===== config.mk =====
export PLATFORM = sky130hd
export DESIGN_NAME = i2c_pattern_sequencer
export DESIGN_NICKNAME = d
export VERILOG_FILES = /design/src/rtl/i2c_pattern_sequencer.sv
export SDC_FILE = /design/constraint.sdc
export NUM_CORES = 1
export LEC_CHECK = 0
export ABC_AREA = 1
export BUFFER_PORTS_ARGS = -buffer_cell sky130_fd_sc_hd__buf_2
export CAP_MARGIN = 15
export CORE_MARGIN = 2
export CORE_UTILIZATION = 50
export DETAILED_ROUTE_END_ITERATION = 12
export PLACE_DENSITY = 0.81
export SYNTH_ARGS = -nofsm -noshare
export SYNTH_HDL_FRONTEND = slang
export SYNTH_SLANG_ARGS = --single-unit

===== constraint.sdc =====
create_clock -name clk -period 5.4 [get_ports clk]
set_clock_uncertainty 0.05 [all_clocks]
set_input_delay 0.81 -clock clk [delete_from_list [all_inputs] [get_ports clk]]
set_output_delay 0.81 -clock clk [all_outputs]
set_load 0.005 [all_outputs]

===== src/rtl/i2c_pattern_sequencer.sv =====
// i2c_pattern_sequencer
// Watches a raw I2C bus, frames START/STOP/BIT events and checks the transferred
// bytes (each followed by an ACK) against a programmable byte pattern. A complete,
// ACKed pattern followed by STOP gives a one-cycle match pulse; any deviation gives
// a one-cycle mismatch pulse and the sequencer re-arms for the next START.
// Optional build macro: I2C_SEQ_GLITCH_FILTER_EN adds a 3-sample glitch filter on
// both synchronised bus lines (+2 clk latency).
module i2c_pattern_sequencer #(
    parameter int unsigned NBYTES      = 4,
    parameter int unsigned SYNC_STAGES = 2
) (
    input  logic                  clk,
    input  logic                  reset,
    input  logic                  sda_in,
    input  logic                  scl_in,
    input  logic                  arm,
    input  logic                  abort,
    input  logic [3:0]            pat_len,
    input  logic [8*NBYTES-1:0]   pat_data,
    output logic                  busy,
    output logic                  match,
    output logic                  mismatch,
    output logic [2:0]            byte_idx,
    output logic [2:0]            state_out
);

    typedef enum logic [2:0] {
        StIdle     = 3'd0,
        StArmed    = 3'd1,
        StData     = 3'd2,
        StAck      = 3'd3,
        StWaitStop = 3'd4
    } state_t;

    logic [SYNC_STAGES-1:0] sda_sync_q, scl_sync_q;
    logic                   sda_s, scl_s;
    logic                   sda_c, scl_c, sda_p, scl_p;

    // Synchronisers; reset to 1 so an idle (high) bus produces no events.
    always_ff @(posedge clk) begin
        if (reset) begin
            sda_sync_q <= '1;
            scl_sync_q <= '1;
        end else begin
            sda_sync_q <= {sda_sync_q[SYNC_STAGES-2:0], sda_in};
            scl_sync_q <= {scl_sync_q[SYNC_STAGES-2:0], scl_in};
        end
    end

    assign sda_s = sda_sync_q[SYNC_STAGES-1];
    assign scl_s = scl_sync_q[SYNC_STAGES-1];

`ifdef I2C_SEQ_GLITCH_FILTER_EN
    logic [1:0] sda_hist_q, scl_hist_q;
    logic       sda_filt_q, scl_filt_q;

    // Filtered value follows the line only once three consecutive samples agree.
    always_comb begin
        sda_c = sda_filt_q;
        scl_c = scl_filt_q;
        if ((sda_s == sda_hist_q[0]) && (sda_hist_q[0] == sda_hist_q[1])) sda_c = sda_s;
        if ((scl_s == scl_hist_q[0]) && (scl_hist_q[0] == scl_hist_q[1])) scl_c = scl_s;
    end

    // Sample history and filtered previous-sample registers.
    always_ff @(posedge clk) begin
        if (reset) begin
            sda_hist_q <= '1;
            scl_hist_q <= '1;
            sda_filt_q <= 1'b1;
            scl_filt_q <= 1'b1;
        end else begin
            sda_hist_q <= {sda_hist_q[0], sda_s};
            scl_hist_q <= {scl_hist_q[0], scl_s};
            sda_filt_q <= sda_c;
            scl_filt_q <= scl_c;
        end
    end

    assign sda_p = sda_filt_q;
    assign scl_p = scl_filt_q;
`else
    logic sda_prev_q, scl_prev_q;

    // Previous synchronised sample for edge detection.
    always_ff @(posedge clk) begin
        if (reset) begin
            sda_prev_q <= 1'b1;
            scl_prev_q <= 1'b1;
        end else begin
            sda_prev_q <= sda_s;
            scl_prev_q <= scl_s;
        end
    end

    assign sda_c = sda_s;
    assign scl_c = scl_s;
    assign sda_p = sda_prev_q;
    assign scl_p = scl_prev_q;
`endif

    // Bus events; a simultaneous scl/sda change only ever yields the scl edge.
    logic ev_start, ev_stop, ev_bit;
    assign ev_start = scl_p & scl_c & sda_p & ~sda_c;
    assign ev_stop  = scl_p & scl_c & ~sda_p & sda_c;
    assign ev_bit   = ~scl_p & scl_c;

    state_t                state_q;
    logic [8*NBYTES-1:0]   pat_q;
    logic [3:0]            len_q;
    logic [7:0]            shift_q;
    logic [2:0]            bit_cnt_q;
    logic [2:0]            byte_idx_q;
    logic                  match_q, mismatch_q;
    logic [7:0]            shifted;
    logic [7:0]            cur_byte;
    logic [3:0]            len_clamped;
    logic                  last_byte;

    // Pattern byte selected by the current byte index.
    always_comb begin
        cur_byte = '0;
        for (int i = 0; i < int'(NBYTES); i++) begin
            if (byte_idx_q == 3'(i)) cur_byte = pat_q[8*i +: 8];
        end
    end

    assign shifted     = {shift_q[6:0], sda_c};
    assign len_clamped = (pat_len > 4'(NBYTES)) ? 4'(NBYTES) : pat_len;
    assign last_byte   = ({1'b0, byte_idx_q} == (len_q - 4'd1));

    // Sequencer FSM with registered pulses.
    always_ff @(posedge clk) begin
        if (reset) begin
            state_q    <= StIdle;
            pat_q      <= '0;
            len_q      <= '0;
            shift_q    <= '0;
            bit_cnt_q  <= '0;
            byte_idx_q <= '0;
            match_q    <= 1'b0;
            mismatch_q <= 1'b0;
        end else begin
            match_q    <= 1'b0;
            mismatch_q <= 1'b0;
            if (abort) begin
                state_q    <= StIdle;
                bit_cnt_q  <= '0;
                byte_idx_q <= '0;
            end else begin
                case (state_q)
                    StIdle: begin
                        if (arm && (pat_len != 4'd0)) begin
                            pat_q      <= pat_data;
                            len_q      <= len_clamped;
                            bit_cnt_q  <= '0;
                            byte_idx_q <= '0;
                            state_q    <= StArmed;
                        end
                    end
                    StArmed: begin
                        if (ev_start) begin
                            bit_cnt_q  <= '0;
                            byte_idx_q <= '0;
                            state_q    <= StData;
                        end
                    end
                    StData, StAck, StWaitStop: begin
                        if (ev_start) begin
                            // Repeated start: report the failure, hunt again at once.
                            mismatch_q <= 1'b1;
                            bit_cnt_q  <= '0;
                            byte_idx_q <= '0;
                            state_q    <= StData;
                        end else if (ev_stop) begin
                            if (state_q == StWaitStop) begin
                                match_q <= 1'b1;
                                state_q <= StIdle;
                            end else begin
                                mismatch_q <= 1'b1;
                                state_q    <= StArmed;
                            end
                            bit_cnt_q  <= '0;
                            byte_idx_q <= '0;
                        end else if (ev_bit) begin
                            if (state_q == StData) begin
                                shift_q   <= shifted;
                                bit_cnt_q <= bit_cnt_q + 3'd1;
                                if (bit_cnt_q == 3'd7) begin
                                    if (shifted == cur_byte) begin
                                        state_q <= StAck;
                                    end else begin
                                        mismatch_q <= 1'b1;
                                        bit_cnt_q  <= '0;
                                        byte_idx_q <= '0;
                                        state_q    <= StArmed;
                                    end
                                end
                            end else if ((state_q == StAck) && !sda_c) begin
                                bit_cnt_q <= '0;
                                if (last_byte) begin
                                    state_q <= StWaitStop;
                                end else begin
                                    byte_idx_q <= byte_idx_q + 3'd1;
                                    state_q    <= StData;
                                end
                            end else begin
                                // NACK, or any clocked bit while waiting for STOP.
                                mismatch_q <= 1'b1;
                                bit_cnt_q  <= '0;
                                byte_idx_q <= '0;
                                state_q    <= StArmed;
                            end
                        end
                    end
                    default: begin
                        state_q <= StIdle;
                    end
                endcase
            end
        end
    end

    assign busy      = (state_q != StIdle);
    assign match     = match_q;
    assign mismatch  = mismatch_q;
    assign byte_idx  = byte_idx_q;
    assign state_out = state_q;

endmodule


==> summary.txt, run 1 <==
GRT
  – First-pass GRT wire length: 11,600 microns
  – Largest net degree at the start of global routing: 43
  – GRT Overall Usage: 0.225
  – GRT overflow: 0
  – Initial antenna violation count: 0
  – Vias in the first global route: 2,684

Setup path
  – Worst EP arrival: 2800 ps
  – CP max FO: 12
  – CP Class: reg -> reg
  – R2R Path Start: byte_idx[2]$_SDFFE_PP0P_
  – CP Capture Type: flip-flop
  – Setup crit start kind: flip-flop
  – Worst Setup SP: byte_idx[2]$_SDFFE_PP0P_
  – Data required, critical path: 5630 ps

CTS
  – Clk Latency, worst-skew pair: 340 ps
  – Post-CTS resize count: 0
  – CTS clk-pin slew, worst paths: 70 ps
  – # clock sinks: 60
  – Hold buffers post-CTS: 0
  – Deepest level of the CTS H-tree: 3
  – Post-CTS setup buffers: 0
  – Number of CTS-inserted buffers: 9
  – Clk Tree Root Cell: clkbuf_8
  – Clock Path Buffers: 2
  – CTS tree: built

STA
  – Slew @ Worst Pin: about 1100 ps
  – Setup TNS Final: 0 ps
  – Final Hold Slack: approximately 360 ps
  – Fin crit period: 2570 ps
  – Fmax: between 0.3 and 0.4 GHz
  – Setup violators final: 0
  – Final worst slack: around 2800 ps
  – Final hold violations: 0
  – Final Max Tran Viols: 0
  – RSZ-0062 raised after global routing: false
  – Period utilisation layout: 0.476
  – Worst relative slew slack: 0.267

Pwr
  – Pwr/cell area: ~290 nW/um^2
  – Power share of the clock group: 0.400
  – Seq pwr share: 0.472
  – Comb power frac: 0.128
  – Pint: roughly 760 uW
  – P_leak: around 1.7 nW
  – Maximum VDD drop: 0.165 mV
  – Switch Pwr: around 270 uW
  – Switching share of power: 0.265

Yosys
  – Post-synthesis sequential area ratio: 0.390
  – Yosys reg bits: 60
  – Ys async rst share: 0
  – Yosys warns: 0
  – Syn Nets: 498
  – Post-synthesis cell area: 3080 sq um
  – Synth Flop Type: dfxtp_1
  – Post-synthesis cell count: 448
  – Post-Syn Area per Cell: 6.87 sq um
  – EDFF count, synth: 0
  – Yosys cell types: 34

Min path
  – Worst hold start: scl_sync_q[0]$_SDFF_PP1_
  – Min-Delay Path Class: reg -> reg

Drt
  – Antenna viol nets, final: 0
  – Vias per cell: slightly above 5
  – Initial drt markers: 217
  – Drt drc: 0
  – DR pass1 iterations: 5
  – Routed vias: slightly below 3,000
  – Final wirelength: 6870 microns
  – WL per Instance: approximately 12 microns

Cells and area
  – Share of cells above drive strength 1: 0.199
  – Ant. Diodes: 0
  – Area Overhead vs Synth: 15.0%
  – Nets: between 500 and 600
  – Util after Layout: 0.598

Placement
  – RD Place Congestion: 0.862
  – # port buffers: 50
  – DP HPWL: ~5000 microns
  – Placement Setup Slack: ~2600 ps

Floorplanning
  – IO Count: 51
  – Die area: slightly below 7000 sq um
  – Core outline area: between 5000 and 6000 sq um
  – Die Y: 82.5 microns
  – Initial core utilization: 0.520
  – FP Rows: 28
  – Horiz. Die Dim: between 80 and 90 microns

Status
  – Run status: completed

Job
  – Max-cap check violation count: 0
==> state kept, by name (all words and copies together) (netlist names) <==
signal / cells
sda_p: 1
sda_sync_q: 2
match: 1
pat_q: 32
len_q: 4
shift_q: 7
state_out: 3
byte_idx: 3
bit_cnt_q: 3
scl_sync_q: 2
mismatch: 1
scl_p: 1
==> synth_stat cells (2+ instances only) <==
cell / count / share of area
nor3_2: 2 / 0.0065
nor2_4: 3 / 0.011
clkbuf_1: 12 / 0.015
ha_1: 8 / 0.033
o211ai_1: 2 / 0.0049
clkinv_1: 4 / 0.0049
a21oi_1: 25 / 0.041
nand3_1: 24 / 0.039
o21ai_0: 46 / 0.075
o21ai_1: 3 / 0.0049
or2_2: 6 / 0.012
nor3_1: 10 / 0.016
inv_1: 48 / 0.059
nand4_1: 6 / 0.012
nor2_2: 3 / 0.0061
nand2_1: 80 / 0.098
o21ai_2: 3 / 0.0085
nor2_1: 74 / 0.090
dfxtp_1: 60 / 0.39
nand3_2: 5 / 0.016
inv_2: 5 / 0.0061
nand2_2: 5 / 0.010
buf_2: 3 / 0.0049
==> worst paths after layout <==
path,end,slack [ps],depth (start not counted)
hold reg to reg,scl_sync_q[1]$_SDFF_PP1_,360,1
hold / removal,scl_sync_q[1]$_SDFF_PP1_,360,1
setup reg to reg,state_out[1]$_SDFFE_PP0P_,2830,17
setup / recovery,state_out[1]$_SDFFE_PP0P_,2830,17
==> power groups by stage <==
stage,Combinational [mW],Sequential (mW),Clock (mW)
floorplan,0.0941,0.488,0
global placement,0.127,0.493,0
detailed placement,0.131,0.493,0
CTS,0.132,0.484,0.416
global route,0.152,0.487,0.435
finish,0.131,0.485,0.411
==> routing by layer <==
| layer | track usage | vias up | part of all wire |
|---|---|---|---|
| met5 | 0 | - | 0 |
| met4 | 0.0933 | 0 | 0.022 |
| met3 | 0.0457 | 16 | 0.063 |
| met2 | 0.363 | 90 | 0.45 |
| met1 | 0.291 | 1320 | 0.46 |
| li1 | - | 1521 | - |
==> critical path, stage by stage (launching register included) <==
cell     delay (ps)
dfxtp_1         470
inv_2           190
ha_1            340
inv_1           300
o21ai_0         150
inv_1            80
nand2_1          70
nand2_1          70
nand2_1          50
nand2_1          70
nand2_2          70
nor2_4          120
nand3_2         110
nand2_1          80
nand2_1          50
nand2_1          50
nand2_1          70
a21oi_2         110
==> layout by cell type, fill, tap and decap left out, types with 8 or more instances in the layout <==
cell      netlist  routed
nand2_1        80      80
nor2_1         74      74
dfxtp_1        60      60
buf_2           3      50
inv_1          48      48
o21ai_0        46      46
a21oi_1        25      25
nand3_1        24      24
clkbuf_8        0      11
nor3_1         10      10
ha_1            8       8
==> per-stage QoR <==
stage | power [mW] | instances | cell area [sq um]
CTS | 1.03 | 573 | 3540
global route | 1.07 | 573 | 3540
global placement | 0.620 | 557 | 3340
finish | 1.03 | 573 | 3540
floorplan | 0.582 | 448 | 3080
detailed placement | 0.624 | 557 | 3340
==> cell families (layout without fill, tap and decap cells) <==
| kind of cell | count (synthesis) | count (layout) | share of synthesized area |
|---|---|---|---|
| adder cells (fa/ha/maj) | 8 | 8 | 0.0325 |
| XOR/XNOR | 2 | 2 | 0.00569 |
| flip-flops | 60 | 60 | 0.390 |
| AO/OA/AOI/OAI | 82 | 82 | 0.141 |
| buffers and inverters | 75 | 125 | 0.100 |
| AND/OR/NAND/NOR | 221 | 221 | 0.330 |
==> layout make-up <==
cell class	instances	area (sq um)
tap	75	93.8
fill	582	2380
timing repair buffer	52	265
multi-input combinational	313	1570
inverter	57	214
clock inverter	1	30.0
sequential	60	1200
clock buffer	15	166
Note: power is estimated with default switching activity, not from simulation.
==> run 2, diff against run 1 <==
PLACE_DENSITY = 0.84   (was 0.81)
clock period = 2.2 ns   (was 5.4 ns; I/O delays follow)
==> run 2 against run 1 <==
Non-clock buffer count is 12 higher. Clock-buffer cell count is 4 lower. Register-to-register slack worse by 2800 ps. Combinational power grew to 2.6 times the previous value. Setup slack worse by 2800 ps.
==> summary.txt, run 2 (synthesis gave the netlist of run 1 again) <==
Setup path
  – CP max stage delay: 370 ps (-100 ps)
  – Reg2reg end: byte_idx[2]$_SDFFE_PP0P_
  – Data required, critical path: 2410 ps (-3220 ps)
  – Slowest cell on crit path: dfxtp_4
  – Critical path's top delay family: simple AND/OR/NAND/NOR gates
  – Setup crit start kind: flip-flop
  – CP max FO: 14 (+2)
  – CP cell instances: inv_2 > ha_4 > nand2_8 > o21ai_0 > inv_1 > nand2_1 > nand3_1 > nand2_1 > nand2_2 > nor2_4 > nand4_4 > nand2_2 > nand2_1 > a21oi_1
  – Crit path buf inv count: 2 (-1)
  – R2r setup slk: 70 ps (-2760 ps)
  – R2R Path Start: byte_idx[0]$_SDFFE_PP0P_
  – Worst EP arrival: 2350 ps (-450 ps)
  – Cell mode on critical path: nand2_1
  – CP Class: reg -> reg
  – Reg2reg path depth: 14 (-3)
  – CP Capture Type: flip-flop

Drt
  – WL per Instance: 12.9 microns (+7.8%)
  – Antenna viol nets, final: 0 (unchanged)
  – DR pass1 iterations: 5 (unchanged)
  – Routed vias: 3,033 (+2.9%)
  – Final wirelength: 7570 microns (+10%)
  – Vias per cell: 5.18 (+0.81%)
  – Initial drt markers: 229 (+5.5%)
  – Drt drc: 0 (unchanged)

CTS
  – CTS tree: built
  – Clock Path Buffers: 2 (unchanged)
  – Hold buffers post-CTS: 0 (unchanged)
  – Clk Latency, worst-skew pair: 340 ps (about the same)
  – # clock sinks: 60 (unchanged)
  – Clk Tree Root Cell: clkbuf_8
  – Deepest level of the CTS H-tree: 3 (unchanged)
  – CTS clk-pin slew, worst paths: 60 ps (about the same)
  – Number of CTS-inserted buffers: 9 (unchanged)

Cells and area
  – Commonest non-fill, non-tap cell in the layout: nand2_1
  – Fillers: 502 (-14%)
  – Top reg by flops: pat_q
  – Area Overhead vs Synth: 22.6%
  – Max reg flops: 32 (unchanged)
  – Ant. Diodes: 0 (unchanged)
  – Biggest regs: pat_q: 32 flops, shift_q: 7 flops, len_q: 4 flops
  – Non-Filler Instances: 585 (+2.1%)
  – Most frequent cells in the layout: nand2_1 (78), nor2_1 (72), dfxtp_1 (58)
  – Nets: 555 (+2.2%)
  – Share of cells above drive strength 1: 0.253 (+0.0541)

Pwr
  – Pwr/cell area: 694 nW/um^2 (+140%)
  – Comb power frac: 0.129 (about the same)
  – Switch Pwr: 685 uW (+150%)
  – Power share of the clock group: 0.417 (+0.017)
  – Pint: 1.94 mW (+160%)
  – Maximum VDD drop: 0.528 mV (+220%)
  – Switching share of power: 0.261 (-0.00321)
  – P_leak: 1.77 nW (+5.9%)
  – Seq pwr share: 0.454 (-0.018)

GRT
  – GRT Overall Usage: 0.231 (+0.00615)
  – First-pass GRT wire length: 12,000 microns (+2.7%)
  – Vias in the first global route: 2,766 (+3.1%)
  – Largest net degree at the start of global routing: 43 (unchanged)
  – GRT overflow: 0 (unchanged)
  – Initial antenna violation count: 0 (unchanged)

Floorplanning
  – Horiz. Die Dim: 82.5 microns (unchanged)
  – Core outline area: 5920 sq um (unchanged)
  – Die area: 6800 sq um (unchanged)
  – IO Count: 51 (unchanged)
  – FP Rows: 28 (unchanged)
  – Initial core utilization: 0.520 (unchanged)
  – Die Y: 82.5 microns (unchanged)

Min path
  – Hold Path End: sda_sync_q[0]$_SDFF_PP1_
  – Min-Delay Path Class: in -> reg
  – Hold Crit Depth: 2 (+1)
  – Worst hold start: sda_in

STA
  – Final Max Tran Viols: 0 (unchanged)
  – Setup TNS Final: 0 ps (unchanged)
  – Fin crit period: 2130 ps (-435 ps)
  – Period utilisation layout: 0.969 (+0.494)
  – Final hold violations: 0 (unchanged)
  – Setup violators final: 0 (unchanged)
  – Slew @ Worst Pin: 446 ps (-652 ps)
  – Final Hold Slack: 118 ps (-242 ps)
  – Fmax: 0.469 GHz (+20%)
  – Worst relative slew slack: 0.700 (+0.433)

Job
  – Max-cap check violation count: 0 (unchanged)

Status
  – Run status: completed

Placement
  – RD Place Congestion: 0.922 (+6.9%)
  – DP HPWL: 5180 microns (+3.9%)
  – # port buffers: 50 (unchanged)
  – Placed insts: 566 (+1.6%)
## run 2: changes by cell type in the layout (fill, tap and decap cells not counted), sizes merged
cell    change
bufinv      +1
buf        +12
clkinv      +3
clkbuf      -4
## run 2: routing by layer
layer  vias to the layer above  track usage  part of all wire
li1                       1549            -                 -
met1                      1372        0.294              0.43
met2                        95        0.374              0.48
met3                        17       0.0565             0.068
met4                         0       0.0917             0.018
met5                         -            0                 0
## run 2: worst max path at each step
stage | depth (start not counted) | from | slack [ps] | endpoint
3_3_place_gp | 17 | byte_idx[0]$_SDFFE_PP0P_ | 80 | state_out[1]$_SDFFE_PP0P_
5_1_grt | 16 | byte_idx[0]$_SDFFE_PP0P_ | -100 | state_out[1]$_SDFFE_PP0P_
2_1_floorplan | 19 | byte_idx[2]$_SDFFE_PP0P_ | 20 | state_out[1]$_SDFFE_PP0P_
6_report | 14 | byte_idx[0]$_SDFFE_PP0P_ | 70 | byte_idx[2]$_SDFFE_PP0P_
4_1_cts | 18 | byte_idx[0]$_SDFFE_PP0P_ | 40 | state_out[1]$_SDFFE_PP0P_
3_5_place_dp | 17 | byte_idx[0]$_SDFFE_PP0P_ | 9 | state_out[1]$_SDFFE_PP0P_
## run 2: layout make-up
class                      instances  area (sq um)  area share
multi-input combinational        313          1660       0.441
clock buffer                      11           141      0.0375
sequential                        60          1210       0.320
tap                               75          93.8      0.0249
inverter                          57           216      0.0573
clock inverter                     5          75.1      0.0199
timing repair buffer              64           375      0.0994
## run 2: repair_timing
action	in CTS	in global routing
hold endpoints to repair	0	0
pin swaps	0	11
gates resized for setup	1	30
cloned	0	0
setup buffers	0	3
endpoints found under the setup margin	3	7
## run 2: through the flow
step           total power, mW   util  setup WS (ps)  cell area (sq um)
4_1_cts                   2.62  0.615           41.5               3640
5_1_grt                   2.74  0.638          -98.8               3770
6_report                  2.62  0.638           67.4               3770
3_3_place_gp              1.53  0.578           83.3               3420
2_1_floorplan             1.43      -           20.4               3080
3_5_place_dp              1.54  0.578           8.82               3420
## run 2: power groups by stage
stage                     combinational [mW]  clock, mW  sequential [mW]
after floorplan                        0.231          0             1.20
after global placement                 0.319          0             1.21
after detailed placement               0.329          0             1.21
after CTS                              0.331       1.10             1.19
after global routing                   0.387       1.16             1.19
final                                  0.338       1.09             1.19
==> run 3, diff against run 2 <==
CAP_MARGIN = unset   (was 15)
PLACE_DENSITY = 0.81   (was 0.84)
clock period = 2.1 ns   (was 2.2 ns; I/O delays follow)
==> run 3 against run 2 <==
Sequential power up 5%. Wire length grew 8.1%. Fmax fell by 2.9%. Design area is 4.2% higher. Utilization grew 2.7 points. Clock power hardly changed. First-iteration DRC count fell by 11%. Critical endpoint is now byte_idx[0]$_SDFFE_PP0P_. The flow now finishes with violations (negative setup slack). Highest routed layer unchanged. Global-route usage is 1.7 points higher. Setup slack got worse by 160 ps.
==> summary.txt, run 3 (synthesis gave the netlist of run 1 again) <==
STA
  – Worst relative slew slack: 0.709 (+0.00889)
  – Period utilisation layout: 1.05 (+0.0765)
  – Final Max Tran Viols: 0 (unchanged)
  – Fin crit period: 2200 ps (+63.8 ps)
  – Final hold violations: 0 (unchanged)
  – Fmax: 0.455 GHz (-2.9%)
  – Setup violators final: 4 (+4)
  – RSZ-0062 raised after global routing: true
  – Slew @ Worst Pin: 433 ps (-13.2 ps)
  – Final worst slack: -96.4 ps (-164 ps)

GRT
  – Largest net degree at the start of global routing: 43 (unchanged)
  – Vias in the first global route: 2,948 (+6.6%)
  – GRT overflow: 0 (unchanged)
  – First-pass GRT wire length: 12,800 microns (+6.8%)
  – Initial antenna violation count: 0 (unchanged)
  – GRT Overall Usage: 0.247 (+0.0166)

Cells and area
  – Biggest regs: pat_q: 32 flops, shift_q: 7 flops, len_q: 4 flops
  – Max reg flops: 32 (unchanged)
  – Top reg by flops: pat_q
  – Area Overhead vs Synth: 27.8%
  – Finished Cell Area: 3930 sq um (+4.2%)
  – Util after Layout: 0.664 (+0.0266)
  – Share of cells above drive strength 1: 0.324 (+0.0714)
  – Commonest non-fill, non-tap cell in the layout: nor2_1
  – Non-Filler Instances: 596 (+1.9%)
  – Nets: 567 (+2.2%)
  – Ant. Diodes: 0 (unchanged)
  – Most frequent cells in the layout: nor2_1 (72), nand2_1 (67), dfxtp_1 (55)

Drt
  – Initial drt markers: 204 (-11%)
  – Routed vias: 3,154 (+4.0%)
  – WL per Instance: 13.7 microns (+6.1%)
  – Final wirelength: 8180 microns (+8.1%)
  – Drt drc: 0 (unchanged)
  – Antenna viol nets, final: 0 (unchanged)
  – Vias per cell: 5.29 (+2.1%)
  – DR pass1 iterations: 5 (unchanged)

Setup path
  – Reg2reg path depth: 16 (+2)
  – R2r setup slk: -100 ps (-160 ps)
  – WP depth: 16 (+2)
  – Worst Setup SP: byte_idx[0]$_SDFFE_PP0P_
  – Data required, critical path: 2310 ps (-100 ps)
  – Critical path's top delay family: simple AND/OR/NAND/NOR gates
  – Setup crit start kind: flip-flop
  – Reg2reg end: byte_idx[0]$_SDFFE_PP0P_
  – Slowest cell on crit path: dfxtp_2
  – CP Capture Type: flip-flop
  – Worst Setup EP: byte_idx[0]$_SDFFE_PP0P_
  – Crit path buf inv count: 2 (unchanged)
  – R2R Path Start: byte_idx[0]$_SDFFE_PP0P_
  – Worst EP arrival: 2400 ps (+50 ps)
  – CP max stage delay: 340 ps (-30 ps)
  – CP Class: reg -> reg
  – Cell mode on critical path: nand2_1
  – CP max FO: 6 (-8)
  – CP cell instances: buf_6 > ha_4 > buf_4 > nor2_4 > nand2_1 > nand2_1 > nand2_1 > nand2_1 > nand2_1 > nand2_2 > nand2_2 > nor2_4 > nand4_4 > nand2_2 > nand2_1 > a21oi_1

Placement
  – Placed insts: 574 (+1.4%)
  – DP HPWL: 5370 microns (+3.6%)
  – Area after DPL: 3470 sq um (+1.4%)
  – RD Place Congestion: 0.972 (+5.4%)
  – # port buffers: 50 (unchanged)
  – Placement Setup Slack: -190 ps (-199 ps)

CTS
  – Clock Path Buffers: 2 (unchanged)
  – CTS clk-pin slew, worst paths: 60 ps (about the same)
  – Number of CTS-inserted buffers: 9 (unchanged)
  – Clk Tree Root Cell: clkbuf_8
  – # clock sinks: 60 (unchanged)
  – CTS tree: built
  – Clk Latency, worst-skew pair: 350 ps (about the same)
  – Deepest level of the CTS H-tree: 3 (unchanged)

Min path
  – Min-Delay Path Class: in -> reg

Floorplanning
  – Die Y: 82.5 microns (unchanged)
  – Initial core utilization: 0.520 (unchanged)
  – FP Rows: 28 (unchanged)
  – Die area: 6800 sq um (unchanged)
  – IO Count: 51 (unchanged)
  – Horiz. Die Dim: 82.5 microns (unchanged)
  – Core outline area: 5920 sq um (unchanged)

Pwr
  – P_leak: 1.83 nW (+3.3%)
  – Maximum VDD drop: 0.450 mV (-15%)
  – Pwr/cell area: 692 nW/um^2 (-0.35%)

Status
  – Failing checks: negative setup slack
  – Run status: complete, but fails checks

Job
  – Max-cap check violation count: 0 (unchanged)
[run 3: cell count changes in the layout (fill, tap and decap cells not counted), moves of 3 or more]
cell     change
a21oi_1      -4
a21oi_2      +4
buf_4       +11
dfxtp_1      -3
dfxtp_2      +4
inv_1        -3
nand2_1     -11
nand2_2     +11
nand3_1      -5
nand3_2      +5
[run 3: power breakdown]
part | internal, mW | switching, mW | leakage, nW | total [mW]
sequential | 1.20 | 0.0426 | 0.493 | 1.25
clock | 0.652 | 0.454 | 0.109 | 1.11
combinational | 0.135 | 0.232 | 1.23 | 0.367
total | 1.99 | 0.729 | 1.83 | 2.72
[run 3: routing by layer]
layer / up-vias / track usage / routed length [microns]
li1: 1568 / - / -
met2: 133 / 0.396 / 3930
met3: 27 / 0.0620 / 636
met5: - / 0 / 0
met4: 0 / 0.122 / 242
met1: 1426 / 0.309 / 3380
[run 3: cell type report]
| class | count | area (sq um) |
|---|---|---|
| fillers | 471 | 1990 |
| inverters | 57 | 226 |
| clock buffers | 9 | 124 |
| well taps | 75 | 93.8 |
| multi-input cells | 313 | 1740 |
| repair buffers | 76 | 460 |
| flip-flops and latches | 60 | 1210 |
| clock inverters | 6 | 80.1 |
[run 3: worst min path at each step]
stage | to | depth (start not counted) | slack, ps | from
floorplan | scl_sync_q[1]$_SDFF_PP1_ | 1 | 340 | scl_sync_q[0]$_SDFF_PP1_
global placement | sda_sync_q[1]$_SDFF_PP1_ | 1 | 340 | sda_sync_q[0]$_SDFF_PP1_
detailed placement | sda_sync_q[1]$_SDFF_PP1_ | 1 | 340 | sda_sync_q[0]$_SDFF_PP1_
CTS | scl_sync_q[0]$_SDFF_PP1_ | 2 | 90 | scl_in
global route | sda_sync_q[0]$_SDFF_PP1_ | 2 | 100 | sda_in
finish | scl_sync_q[0]$_SDFF_PP1_ | 2 | 100 | scl_in
[run 3: timing repair]
item                                   CTS  global route
hold buffers                             0             0
setup endpoints to repair                7             8
endpoints found under the hold margin    0             0
pin swaps                                0            25
gates resized for setup                 12            50
setup buffers                            0             7
[run 3: through the flow]
stage	setup TNS (ps)	hold WS (ps)	total power [mW]
2_1_floorplan	0	339	1.50
4_1_cts	0	87.1	2.71
3_3_place_gp	-460	342	1.60
6_report	-139	97.1	2.72
5_1_grt	-920	101	2.84
3_5_place_dp	-1060	345	1.61
[run 3: worst register-to-register path, delay by kind of cell, from the launching register on]
family,cells,cell delay (ps)
AOI/OAI and AO/OA,1,180
adders and majority gates,1,190
buffers and inverters,2,270
DFF,1,340
and+or+nand+nor,12,1070
